[src/rtl/leaky_relu_wb.sv]
// Leaky-ReLU activation stage with unified-buffer write-back.
// Accepts up to num_rows Q8.8 samples per pass, applies a leaky ReLU
// (negative slope = leak_factor, Q8.8) through a two-stage pipeline and
// emits one buffer write per sample at contiguous addresses from base_addr.
module leaky_relu_wb #(
  parameter int ADDR_W = 16
) (
  input  logic              clk,
  input  logic              rst,
  input  logic              start,
  input  logic [ADDR_W-1:0] base_addr,
  input  logic [15:0]       num_rows,
  input  logic [15:0]       leak_factor,
  input  logic              act_valid_in,
  input  logic [15:0]       act_data_in,
  output logic [15:0]       act_data_out,
  output logic              act_valid_out,
  output logic              wr_en,
  output logic [ADDR_W-1:0] wr_addr,
  output logic              busy,
  output logic              done,
  output logic              overrun
);

  typedef enum logic [1:0] {
    ST_IDLE = 2'd0,
    ST_RUN  = 2'd1,
    ST_DONE = 2'd2
  } state_t;

  // Control state and latched pass configuration
  state_t              state_q, state_d;
  logic [ADDR_W-1:0]   base_q, base_d;
  logic [15:0]         rows_q, rows_d;
  logic [15:0]         leak_q, leak_d;
  logic [15:0]         idx_q, idx_d;
  logic                overrun_q, overrun_d;
  logic                busy_q, busy_d;
  logic                done_q, done_d;

  // Stage 1: accepted sample, its full product and its target address
  logic                s1_valid_q, s1_valid_d;
  logic [15:0]         s1_x_q, s1_x_d;
  logic signed [31:0]  s1_prod_q, s1_prod_d;
  logic [ADDR_W-1:0]   s1_addr_q, s1_addr_d;

  // Stage 2: registered write-back outputs
  logic                wr_en_q, wr_en_d;
  logic [15:0]         data_q, data_d;
  logic [ADDR_W-1:0]   addr_q, addr_d;

  // Helper signals
  logic                accept;
  logic                last_write;
  logic signed [31:0]  x_ext;
  logic signed [31:0]  leak_ext;
  logic signed [31:0]  shifted;
  logic [15:0]         act_result;

  // Sample acceptance, pass completion and the activation arithmetic
  always_comb begin
    accept     = (state_q == ST_RUN) && act_valid_in && (idx_q < rows_q);
    // Last write is on the bus, nothing behind it, and no sample left to take.
    last_write = wr_en_q && !s1_valid_q && (idx_q == rows_q);

    x_ext    = {{16{act_data_in[15]}}, act_data_in};
    leak_ext = {{16{leak_q[15]}}, leak_q};

    // Arithmetic shift floors toward -inf; clamp into the Q8.8 range.
    shifted = s1_prod_q >>> 8;
    if (!s1_x_q[15]) begin
      act_result = s1_x_q;
    end else if (shifted > 32'sd32767) begin
      act_result = 16'h7FFF;
    end else if (shifted < -32'sd32768) begin
      act_result = 16'h8000;
    end else begin
      act_result = shifted[15:0];
    end
  end

  // Next-state, configuration, pipeline and flag computation
  always_comb begin
    state_d    = state_q;
    base_d     = base_q;
    rows_d     = rows_q;
    leak_d     = leak_q;
    idx_d      = idx_q;
    overrun_d  = overrun_q | (act_valid_in & ~accept);

    case (state_q)
      ST_IDLE: begin
        if (start) begin
          if (num_rows == 16'd0) begin
            state_d = ST_DONE;
          end else begin
            state_d = ST_RUN;
            base_d  = base_addr;
            rows_d  = num_rows;
            leak_d  = leak_factor;
            idx_d   = 16'd0;
          end
        end
      end
      ST_RUN: begin
        if (accept) begin
          idx_d = idx_q + 16'd1;
        end
        if (last_write) begin
          state_d = ST_DONE;
        end
      end
      ST_DONE: begin
        state_d = ST_IDLE;
      end
      default: begin
        state_d = ST_IDLE;
      end
    endcase

    busy_d = (state_d == ST_RUN);
    done_d = (state_d == ST_DONE);

    // Stage 1 holds zeros when idle so stage 2 outputs stay clean.
    s1_valid_d = accept;
    s1_x_d     = accept ? act_data_in : 16'd0;
    s1_prod_d  = accept ? (x_ext * leak_ext) : 32'sd0;
    s1_addr_d  = accept ? (base_q + ADDR_W'(idx_q)) : '0;

    wr_en_d = s1_valid_q;
    data_d  = s1_valid_q ? act_result : 16'd0;
    addr_d  = s1_valid_q ? s1_addr_q : '0;
  end

  // Single register bank for FSM, config, pipeline and outputs
  always_ff @(posedge clk) begin
    if (rst) begin
      state_q    <= ST_IDLE;
      base_q     <= '0;
      rows_q     <= 16'd0;
      leak_q     <= 16'd0;
      idx_q      <= 16'd0;
      overrun_q  <= 1'b0;
      busy_q     <= 1'b0;
      done_q     <= 1'b0;
      s1_valid_q <= 1'b0;
      s1_x_q     <= 16'd0;
      s1_prod_q  <= 32'sd0;
      s1_addr_q  <= '0;
      wr_en_q    <= 1'b0;
      data_q     <= 16'd0;
      addr_q     <= '0;
    end else begin
      state_q    <= state_d;
      base_q     <= base_d;
      rows_q     <= rows_d;
      leak_q     <= leak_d;
      idx_q      <= idx_d;
      overrun_q  <= overrun_d;
      busy_q     <= busy_d;
      done_q     <= done_d;
      s1_valid_q <= s1_valid_d;
      s1_x_q     <= s1_x_d;
      s1_prod_q  <= s1_prod_d;
      s1_addr_q  <= s1_addr_d;
      wr_en_q    <= wr_en_d;
      data_q     <= data_d;
      addr_q     <= addr_d;
    end
  end

  assign act_data_out  = data_q;
  assign act_valid_out = wr_en_q;
  assign wr_en         = wr_en_q;
  assign wr_addr       = addr_q;
  assign busy          = busy_q;
  assign done          = done_q;
  assign overrun       = overrun_q;

endmodule

[config.mk]
export PLATFORM = sky130hd
export DESIGN_NAME = leaky_relu_wb
export DESIGN_NICKNAME = d
export VERILOG_FILES = /design/src/rtl/leaky_relu_wb.sv
export SDC_FILE = /design/constraint.sdc
export NUM_CORES = 1
export LEC_CHECK = 0
export ABC_AREA = 0
export BUFFER_PORTS_ARGS = -buffer_cell sky130_fd_sc_hd__buf_2
export CELL_PAD_IN_SITES_DETAIL_PLACEMENT = 0
export CELL_PAD_IN_SITES_GLOBAL_PLACEMENT = 1
export CORE_MARGIN = 2
export CORE_UTILIZATION = 44
export CTS_BUF_LIST = sky130_fd_sc_hd__clkbuf_4 sky130_fd_sc_hd__clkbuf_8 sky130_fd_sc_hd__clkbuf_16
export CTS_CLUSTER_SIZE = 40
export DETAILED_ROUTE_END_ITERATION = 10
export PLACE_DENSITY_LB_ADDON = 0.25
export REMOVE_ABC_BUFFERS = 1
export SLEW_MARGIN = 20
export SYNTH_ARGS = -nofsm -noshare
export SYNTH_HDL_FRONTEND = slang
export SYNTH_SLANG_ARGS = --single-unit
[constraint.sdc]
create_clock -name clk -period 6.4 [get_ports clk]
set_input_delay 0.32 -clock clk [delete_from_list [all_inputs] [get_ports clk]]
set_output_delay 0.32 -clock clk [all_outputs]
set_load 0.1 [all_outputs]
After elaboration in Yosys (flattened, before gate mapping)
Index checks and enable logic that the tools add are counted.
W data, S select, Z words.
{"block": "word_totals", "register_bits": 167, "latch_bits": 0, "ramBits": 0, "mem_bits_ro": 0, "output_inout_bits": 37, "wordCells": 59, "mem_count": 0}
{"block": "classes", "addsub": 2, "multipliers": 1, "div_mod_pow": 0, "order_cmp": 3, "eq_ne": 7, "n_shift": 0, "muxes": 11, "n_bitwise": 6, "reduce_logical": 13}
{"cell": "$mux W16", "n": 4}
{"cell": "$mul A16 B16 Y32", "n": 1}
{"cell": "$pmux W16 S2", "n": 1}
{"cell": "$mux W15", "n": 2}
{"cell": "$gt A24 B16 Y1 const B", "n": 1}
{"cell": "$lt A24 B16 Y1 const B", "n": 1}
{"cell": "$add A16 B1 Y16 const B", "n": 1}
{"cell": "$add A16 B16 Y16", "n": 1}
{"cell": "$eq A16 B16 Y1", "n": 1}
{"cell": "$logic_not A16 Y1", "n": 1}
{"cell": "$lt A16 B16 Y1", "n": 1}
{"cell": "$mux W2", "n": 3}
{"cell": "$ne A2 B2 Y1 const B", "n": 3}
{"cell": "$eq A2 B1 Y1 const B", "n": 2}
{"cell": "$logic_and A1 B1 Y1", "n": 4}
{"cell": "$not A1 Y1", "n": 4}
{"cell": "$pmux W2 S2", "n": 1}
{"cell": "$reduce_and A4 Y1", "n": 1}
{"cell": "$reduce_or A2 Y1", "n": 2}
{"cell": "$reduce_or A4 Y1", "n": 1}
{"cell": "$reduce_and A3 Y1", "n": 1}
{"cell": "$eq A2 B2 Y1 const B", "n": 1}
{"cell": "$logic_not A2 Y1", "n": 1}
{"cell": "$reduce_bool A2 Y1", "n": 1}
{"cell": "other kinds (3)", "n": 3}

Depth between registers and ports, before layout
Gate-level depths: netlist of run 1.
{"block": "depth", "word_depth": 6, "mapped_depth": 23, "depth_no_buf": 22}

Worst setup path before layout of run 1
OpenSTA, ideal clock, no wires.
{"block": "synth_timing", "path_type": "register -> register", "start": "register leak_q[7]", "end": "register s1_prod_q[30]", "setup_time_ns": 0.121, "arrival_ns": 6.333, "required_ns": 6.279, "setup_slack_ns": -0.055, "path_stages_with_launch": 24, "n_path_buf": 2, "period_less_slack_ns": 6.455, "cell_sequence": "dfxtp_1 > clkbuf_1 > clkbuf_1 > nand2_1 > fa_1 > inv_1 > fa_1 > inv_1 > fa_1 > inv_1 > fa_1 > fa_1 > inv_1 > fa_1 > inv_1 > ha_1 > a211oi_2 > nor2_1 > a2111o_1 > a221o_2 > a31oi_4 > o21bai_2 > a211o_1 > mux2_4"}
{"block": "synth_via", "elab_chain_len": 1}
{"element": "start, declared", "line_no": "35", "rtl": "logic [15:0] leak_q, leak_d;"}
{"element": "start signal, assigned", "line_no": "157", "rtl": "leak_q <= leak_d;"}
{"element": "$mul A16 B16 Y32", "line_no": "127", "rtl": "s1_prod_d = accept ? (x_ext * leak_ext) : 32'sd0;"}
{"element": "end signal, assigned", "line_no": "164", "rtl": "s1_prod_q <= s1_prod_d;"}
{"element": "end, declared", "line_no": "44", "rtl": "logic signed [31:0] s1_prod_q, s1_prod_d;"}
Every way passes these cells.
A chain may end at the register's enable or synchronous reset.

Final worst setup path of run 1
{"block": "layout_timing", "start": "register leak_q[4]", "end": "register s1_prod_q[31]"}
Same word-level chain as after synthesis.

==> results.cfg, run 1 <==
[status]
outcome = complete, no violations

[floorplan]
die_height_um = 194
fp.dieW_um = 194
rows = 69
pin_count = 105
start_util_pct = 44.66
die_area_mm2 = 0.03764
core_area_mm2 = 0.03557

[place]
preCtsSetupSlack_ns = -0.06810
place_inst = 2353
numPortBuffers = 104
hpwl_um = 32050
gp_congestion = 0.8468

[yosys]
ys_types = 55
synth_ff_type = dfxtp_1
synth_edf_count = 0
synthTopCellsByArea = fa_1 33%, dfxtp_1 20%, ha_1 8.7%, inv_1 8.5%, and2_1 6.3%
netlist_instances = 1774
synth_area_leader_cell = fa_1
syn-cell-area_mm2 = 0.01588
postSynthAreaPerCell_um2 = 8.954
async_flop_share_pct = 0
synth_top_area_share_pct = 33.02
synth.ff_latch_count = 159
yosys-top-cells-count = 359 x inv_1, 262 x fa_1, 239 x nand2_1
synth.most_common_cell = inv_1
ys_seq_area_share_pct = 20.04
synth-warning-count = 0

[timing]
setup_slack_ns = 0.2021
finalClockSkew_ns = 0.01917
min_period_ns = 6.198
slew_violations = 0
final-hold-violation-count = 0
finalCritPeriodShare_pct = 96.84
tightest_slew_ns = 1.142
tns_ns = 0
hold_slack_ns = 0.1021
finalSetupViolations = 0
slew_headroom_pct = 23.33
max_freq_ghz = 0.1613

[setup_path]
critPathArrivalTime_ns = 6.58
worstPathMaxFanout = 12
cpMaxStageDelayCell = fa_1
max_stage_delay_ns = 0.53
crit_type = reg2reg
worstPathRequired_ns = 6.78
setup.worst_path.start_class = flop
critPathCaptureType = flop
crit_chain = and2_1, fa_1, inv_1, fa_1, fa_1, inv_1, fa_1, fa_1, inv_1, fa_1, inv_1, ha_1, a21oi_2, a211oi_1, a2111o_1, a221o_2, and3_4, o31a_1, or3_1, a21oi_2
cpMostUsedCell = fa_1

[grt]
antenna_found_initial = 1
grt_pass1_wl_um = 65620
grt_usage_pct = 22.22
grt_max_degree = 49
overflow = 0
first_global_vias = 12660

[detailed_routing]
vias = 11880
wl_um = 39340
wl_per_cell_um = 16.46
drtPass1Iterations = 5
ant_nets = 0
drc = 0
drtIter0Drc = 511
viasPerCell = 4.972

[clocking]
clock-root-buffer = clkbuf_16
clkTransAtPathRegs_ns = 0.08
ctsHtreeMaxLevel = 4
clock_path_buffers = 2
clk_latency_ns = 0.45
cts_tree = done
cts_buffers = 17
clkSinkCount = 159
postCtsHoldBufs = 0

[run]
cap_violations = 0

[power]
p_comb_share_pct = 50.3
switching_share_pct = 39.57
total_power_w = 0.004501
p_leak_nw = 8.788
power_switching_w = 0.001781
seqPwrFrac_pct = 23.7
vdd_ir_drop_max_mv = 0.2160
p_clk_share_pct = 26.0
p_per_area_mw_per_mm2 = 248.1
internal-power_w = 0.002720

[cells_and_area]
nets = 2356
drive_gt1_share_pct = 13.69
area_growth_pct = 14.21
stdcell_count = 2390

[hold_path]
holdCritPathClass = in2reg
path summary, 6_finish.rpt:
kind	start	endpoint	slack (ns)	cells past startpoint
setup / recovery	leak_q[4]$_SDFFE_PP0P_	s1_prod_q[31]$_SDFF_PP0_	0.20	20
hold / removal	leak_factor[2]	leak_q[2]$_SDFFE_PP0P_	0.10	3
setup reg to reg	leak_q[4]$_SDFFE_PP0P_	s1_prod_q[31]$_SDFF_PP0_	0.20	20
hold reg to reg	s1_addr_q[9]$_SDFF_PP0_	wr_addr[9]$_SDFF_PP0_	0.43	1
logic make-up (layout without fill, tap and decap cells):
logic type	Yosys count	in the layout	synth area share, %
simple gates	566	566	17.58
mux	2	2	0.1575
xor+xnor	42	42	2.316
buf+inv	429	583	10.27
flops	159	159	20.04
compound gates	203	203	7.869
other cells	0	1	0
fa+ha+maj	373	373	41.76
state kept, by name (all words and copies together), names as in the netlist, 2 cells and up:
signal        count
s1_prod_q        24
act_data_out     16
base_q           16
idx_q            16
leak_q           16
rows_q           16
s1_addr_q        16
s1_x_q           16
wr_addr          16
state_q           2
stage by stage:
step	cell area (um2)	utilization [%]
floorplan	15600	-
global placement	17330	48.73
detailed placement	17340	48.74
CTS	18010	50.63
global route	18140	51.00
finish	18140	51.00
worst max-delay path: cells and delay by family (launching register included):
family                   cells  cell delay [ns]
AO/OA/AOI/OAI                6             1.56
adder cells (fa/ha/maj)      7             3.30
buffers and inverters        4             0.20
flip-flops                   1             0.40
AND/OR/NAND/NOR              3             0.67
cell type report:
class / count / area [um2]
fillers: 3465 / 17430
multi-input cells: 1186 / 11140
flip-flops and latches: 159 / 3221
inverters: 359 / 1351
repair buffers: 192 / 1184
well taps: 461 / 576.8
clock buffers: 20 / 454.2
clock inverters: 12 / 210.2
diodes: 1 / 2.502
per-layer routing:
layer	share of wire, %	GRT usage (%)
met5	0	0
met4	1.5	5.275
met3	2.7	3.114
met2	52	39.84
met1	44	28.28
power by group through the flow:
stage               Sequential [W]  Combinational (W)  Clock (W)
detailed placement         0.00109            0.00223          0
CTS                        0.00107            0.00225    0.00120
global placement           0.00109            0.00221          0
global route               0.00107            0.00262    0.00124
floorplan                  0.00109            0.00160          0
finish                     0.00107            0.00226    0.00117
placed cells by master, fill, tap and decap left out, types with 11 or more instances in the layout:
cell	instances
inv_1	358
fa_1	257
nand2_1	237
and2_1	159
dfxtp_1	145
a21oi_1	108
ha_1	108
buf_2	104
buf_4	84
nor2_1	62
xnor2_1	31
nand2b_1	24
clkbuf_16	17
nand3_1	16
o211ai_1	16
o21ai_0	13
o31ai_1	13
or4_1	12
a21o_1	11
xor2_1	11
nor3_1	11
repair_timing:
action	in CTS	in global routing
gates resized for setup	6	31
setup endpoints to repair	2	6
pin swaps	0	11
setup buffers	0	5
(Power assumes the default switching activity.)
==> inputs of run 2 (changes only) <==
--- a/config.mk
+++ b/config.mk
@@ -14,7 +14,7 @@
 export CTS_BUF_LIST = sky130_fd_sc_hd__clkbuf_4 sky130_fd_sc_hd__clkbuf_8 sky130_fd_sc_hd__clkbuf_16
 export CTS_CLUSTER_SIZE = 40
 export DETAILED_ROUTE_END_ITERATION = 10
-export PLACE_DENSITY_LB_ADDON = 0.25
+export PLACE_DENSITY = 0.81
 export REMOVE_ABC_BUFFERS = 1
 export SLEW_MARGIN = 20
 export SYNTH_ARGS = -nofsm -noshare
==> run 2 against run 1 <==
Utilization is 0.27 points lower. Wire length is 2.0% lower. Critical path depth stayed put. First-iteration DRC count is 24% higher. Global-route usage is 0.72 points lower. Flip-flop and latch count stayed put. Worst setup slack worse by 0.035 ns. Final area is 0.54% lower. Combinational power hardly changed. Maximum frequency is 0.57% lower. Die area stayed put. Clock power is 14% lower. Critical path type unchanged. Largest cell class unchanged. Highest routed layer unchanged.
==> results.cfg, run 2 (synthesized netlist as in run 1, its figures left out) <==
[timing]
slew_headroom_pct = 38.32
final-hold-violation-count = 0
grt_setup_unrepaired = no
finalClockSkew_ns = 0.02043
tns_ns = 0
finalCritPeriodShare_pct = 97.39
slew_violations = 0
max_freq_ghz = 0.1604
finalSetupViolations = 0
min_period_ns = 6.233
hold_slack_ns = 0.1014
tightest_slew_ns = 0.9239

[place]
gp_congestion = 0.8537
hpwl_um = 31440
numPortBuffers = 104

[detailed_routing]
drtIter0Drc = 634
viasPerCell = 5.016
drc = 0
ant_nets = 0
wl_um = 38570
wl_per_cell_um = 16.17
vias = 11960
drtPass1Iterations = 6

[setup_path]
cpMostUsedCell = fa_1
setup.worst_path.start_class = flop
worstPathMaxFanout = 6
crit_buf_inv = 4
critPathArrivalTime_ns = 6.56
crit_chain = buf_4, nand2_1, fa_1, inv_1, fa_1, fa_1, fa_2, fa_1, inv_1, fa_1, inv_1, ha_1, nand4_1, a211oi_1, a2111o_1, a221o_2, a31oi_4, o21bai_2, a211o_1, mux2_4
critPathCaptureType = flop
crit_family = adder cells
max_stage_delay_ns = 0.63
crit_type = reg2reg
cpMaxStageDelayCell = fa_1
worstPathRequired_ns = 6.72

[grt]
grt_pass1_wl_um = 64540
antenna_found_initial = 0
grt_max_degree = 59
overflow = 0
grt_usage_pct = 21.50
first_global_vias = 12860

[clocking]
clkTransAtPathRegs_ns = 0.08
cts_tree = done
clock-root-buffer = clkbuf_16
clk_latency_ns = 0.44
postCtsHoldBufs = 0
cts_buffers = 17
ctsHtreeMaxLevel = 4
clkSinkCount = 159
clock_path_buffers = 2

[cells_and_area]
layout_common_cells = 357 x inv_1, 257 x fa_1, 239 x nand2_1
area_growth_pct = 13.60
largest_reg_flops = 24
antenna_cells = 0
mostFrequentLayoutCell = inv_1
nets = 2352
largest_register = s1_prod_q
drive_gt1_share_pct = 13.36

[power]
p_leak_nw = 8.735
p_per_area_mw_per_mm2 = 239.8
vdd_ir_drop_max_mv = 0.1824

[status]
outcome = complete, no violations

[floorplan]
fp.dieW_um = 194
core_area_mm2 = 0.03557
pin_count = 105
die_area_mm2 = 0.03764
die_height_um = 194
start_util_pct = 44.66
rows = 69

[hold_path]
holdCritPathClass = in2reg

[run]
cap_violations = 0
## run 2: cell types whose count changed in the layout (fill, tap and decap cells not counted), sizes merged
cell | before | now
inv | 358 | 362
clkinvlp | 2 | 4
diode | 1 | 0
buf | 190 | 188
clkinv | 6 | 2
bufinv | 5 | 1
## run 2: through the flow
| step | total power, W | cells | setup slack (ns) | area (um2) | utilization [%] |
|---|---|---|---|---|---|
| floorplan | 0.002694 | 1704 | 0.1672 | 15600 | - |
| global placement | 0.003269 | 2348 | 0.04694 | 17320 | 48.70 |
| detailed placement | 0.003318 | 2348 | -0.01139 | 17320 | 48.70 |
| CTS | 0.004347 | 2380 | 0.005666 | 17900 | 50.32 |
| global route | 0.004726 | 2385 | 0.003646 | 18040 | 50.73 |
| finish | 0.004327 | 2385 | 0.1669 | 18040 | 50.73 |
## run 2: layout make-up
type	instances	area [um2]
Inverter	359	1351
Multi-Input combinational cell	1186	11120
Tap cell	461	576.8
Fill cell	3425	17530
Timing Repair Buffer	188	1192
Clock buffer	22	475.5
Sequential cell	159	3226
Clock inverter	10	101.3
## run 2: final timing paths
kind	endpoint	slack, ns	cells after the start	start
worst min register to register	wr_addr[5]$_SDFF_PP0_	0.43	1	s1_addr_q[5]$_SDFF_PP0_
worst max-delay path	s1_prod_q[30]$_SDFF_PP0_	0.17	20	leak_q[7]$_SDFFE_PP0P_
worst min-delay path	leak_q[13]$_SDFFE_PP0P_	0.10	3	leak_factor[13]
worst max register to register	s1_prod_q[30]$_SDFF_PP0_	0.17	20	leak_q[7]$_SDFFE_PP0P_
## run 2: worst register-to-register path, stage by stage (launching register included)
cell,delay [ns]
dfxtp_4,0.39
buf_4,0.16
nand2_1,0.10
fa_1,0.55
inv_1,0.06
fa_1,0.48
fa_1,0.63
fa_2,0.47
fa_1,0.48
inv_1,0.05
fa_1,0.47
inv_1,0.04
ha_1,0.31
nand4_1,0.15
a211oi_1,0.08
a2111o_1,0.37
a221o_2,0.43
a31oi_4,0.20
o21bai_2,0.08
a211o_1,0.31
mux2_4,0.29
## run 2: routing by layer
layer | GRT usage (%) | part of all wire (%) | up-vias
li1 | - | - | 5702
met1 | 26.80 | 43 | 5981
met2 | 38.86 | 51 | 221
met3 | 2.505 | 3.1 | 60
met4 | 6.706 | 2.6 | 0
met5 | 0 | 0 | -
## run 2: repair_timing
action,4_1_cts,5_1_grt
resized for setup,0,36
buffers inserted,0,5
setup endpoints to repair,0,5
## run 2: power by group
| group | leakage [nW] | switching [W] | internal [W] |
|---|---|---|---|
| clock | 0.278 | 0.000438 | 0.000574 |
| combinational | 7.16 | 0.00128 | 0.000972 |
| sequential | 1.30 | 0.0000340 | 0.00103 |
==> inputs of run 3 (changes only) <==
--- a/config.mk
+++ b/config.mk
@@ -15,7 +15,6 @@
 export CTS_CLUSTER_SIZE = 40
 export DETAILED_ROUTE_END_ITERATION = 10
 export PLACE_DENSITY = 0.81
-export REMOVE_ABC_BUFFERS = 1
 export SLEW_MARGIN = 20
 export SYNTH_ARGS = -nofsm -noshare
 export SYNTH_HDL_FRONTEND = slang
==> run 3 against run 2 <==
Final area decreased by 0.33%. Maximum frequency increased by 0.73%. Wire length increased by 3.7%. Worst setup slack improved by 0.045 ns. Global-route usage increased by 1.1 points. Final cell count decreased by 0.34%. Sequential share of layout area about the same. Sequential power about the same. Register-to-register slack improved by 0.04 ns. Via count increased by 0.48%. Utilization decreased by 0.17 points. Count of clock-buffer cells in the layout decreased by 4. Critical endpoint unchanged.
==> results.cfg, run 3 (synthesized netlist as in run 1, its figures left out) <==
[status]
outcome = complete, no violations

[detailed_routing]
drtIter0Drc = 608
drc = 0
viasPerCell = 5.058
wl_um = 40020
vias = 12020
drtPass1Iterations = 5
ant_nets = 0
wl_per_cell_um = 16.84

[setup_path]
setup.worst_path.start_class = flop
crit_type = reg2reg
cpMaxStageDelayCell = fa_2
crit_buf_inv = 3
ff2ff_path_depth = 19
cpMostUsedCell = fa_1
worstPathRequired_ns = 6.72
path_depth = 19
critPathCaptureType = flop
max_stage_delay_ns = 0.64
critPathArrivalTime_ns = 6.51
crit_chain = nand2_1, inv_1, fa_2, fa_1, fa_1, fa_1, fa_1, inv_1, fa_1, inv_1, ha_1, a21o_1, a21o_2, a2111o_1, a221o_2, a31oi_4, o21bai_2, a211o_1, mux2_4
worstPathMaxFanout = 9
crit_family = adder cells

[timing]
tns_ns = 0
tightest_slew_ns = 0.8951
setup_slack_ns = 0.2118
min_period_ns = 6.188
finalCritPeriodShare_pct = 96.69
finalClockSkew_ns = 0.01148
slew_violations = 0
max_freq_ghz = 0.1616
finalSetupViolations = 0
final-hold-violation-count = 0
slew_headroom_pct = 40.33

[place]
placed_cell_area_mm2 = 0.01727
gp_congestion = 0.8702
numPortBuffers = 104
preCtsSetupSlack_ns = -0.1041
hpwl_um = 32930

[clocking]
clkTransAtPathRegs_ns = 0.07
postCtsHoldBufs = 0
clock_path_buffers = 2
ctsHtreeMaxLevel = 4
clk_latency_ns = 0.44
clock-root-buffer = clkbuf_16
cts_buffers = 17
cts_tree = done
clkSinkCount = 159

[floorplan]
fp.dieW_um = 194
die_height_um = 194
die_area_mm2 = 0.03764
start_util_pct = 44.66
core_area_mm2 = 0.03557
rows = 69
pin_count = 105

[grt]
antenna_found_initial = 1
first_global_vias = 13100
grt_max_degree = 53
grt_usage_pct = 22.56
grt_pass1_wl_um = 67250
overflow = 0

[hold_path]
holdCritPathClass = in2reg
min_path_cells = 3

[cells_and_area]
layout_common_cells = 358 x inv_1, 257 x fa_1, 239 x nand2_1
largest_register = s1_prod_q
area_growth_pct = 13.22
largest_reg_flops = 24
mostFrequentLayoutCell = inv_1
utilization_pct = 50.56
drive_gt1_share_pct = 13.05
multi_input_area_mm2 = 0.01112
regArea_mm2 = 0.003214
fillers = 3418
nets = 2343
final_cell_area_mm2 = 0.01798

[power]
total_power_w = 0.004473
p_per_area_mw_per_mm2 = 248.8
vdd_ir_drop_max_mv = 0.2817
p_leak_nw = 8.707

[run]
cap_violations = 0

[yosys]
syn_nets = 2215
==> run 3: changes by cell type in the layout (fill, tap and decap cells not counted), sizes merged <==
cell,previous run,this run
bufinv,1,2
clkbuf,22,18
inv,362,366
buf,188,179
diode,0,1
clkinvlp,4,3
==> run 3: worst register-to-register path: stages, from the launching register on <==
cell and delay (ns):
dfxtp_4 0.38, nand2_1 0.11, inv_1 0.10, fa_2 0.64
fa_1 0.45, fa_1 0.50, fa_1 0.52, fa_1 0.49
inv_1 0.05, fa_1 0.47, inv_1 0.04, ha_1 0.28
a21o_1 0.16, a21o_2 0.21, a2111o_1 0.42, a221o_2 0.38
a31oi_4 0.18, o21bai_2 0.09, a211o_1 0.31, mux2_4 0.30
==> run 3: area by class of cell <==
type / count / area share (%)
Tap cell: 461 / 3.207
Timing Repair Buffer: 179 / 6.185
Sequential cell: 159 / 17.87
Antenna cell: 1 / 0.01391
Multi-Input combinational cell: 1186 / 61.82
Inverter: 359 / 7.514
Clock buffer: 18 / 2.442
Clock inverter: 14 / 0.9393
==> run 3: where the power goes <==
group	switching (W)	internal [W]	total [W]
registers	0.0000337	0.00103	0.00107
logic	0.00134	0.000999	0.00234
clock network	0.000471	0.000601	0.00107
==> run 3: final timing paths <==
check	startpoint	to	slack, ns
min reg2reg	s1_addr_q[11]$_SDFF_PP0_	wr_addr[11]$_SDFF_PP0_	0.43
min	base_addr[4]	base_q[4]$_SDFFE_PP0P_	0.12
max reg2reg	leak_q[1]$_SDFFE_PP0P_	s1_prod_q[30]$_SDFF_PP0_	0.21
max	leak_q[1]$_SDFFE_PP0P_	s1_prod_q[30]$_SDFF_PP0_	0.21
==> run 3: metal layers <==
metal  up-vias  share of wire (%)  GRT usage, %
li1       5677                  -             -
met2       248                 51         40.27
met1      6042                 43         29.08
met4         0                2.3         6.089
met3        55                3.1         2.435
met5         -                  0             0
==> run 3: metrics by stage <==
step           hold slack [ns]  std cells
5_1_grt                 0.1084       2377
3_3_place_gp            0.4151       2341
6_report                0.1157       2377
2_1_floorplan           0.4057       1774
3_5_place_dp            0.4154       2341
4_1_cts                 0.1040       2373
==> run 3: what timing repair did <==
item                                    4_1_cts  5_1_grt
endpoints found under the hold margin         0        0
buffers inserted                              0        3
pin swaps                                     0       11
gates resized for setup                       7       25
endpoints found under the setup margin        2        6
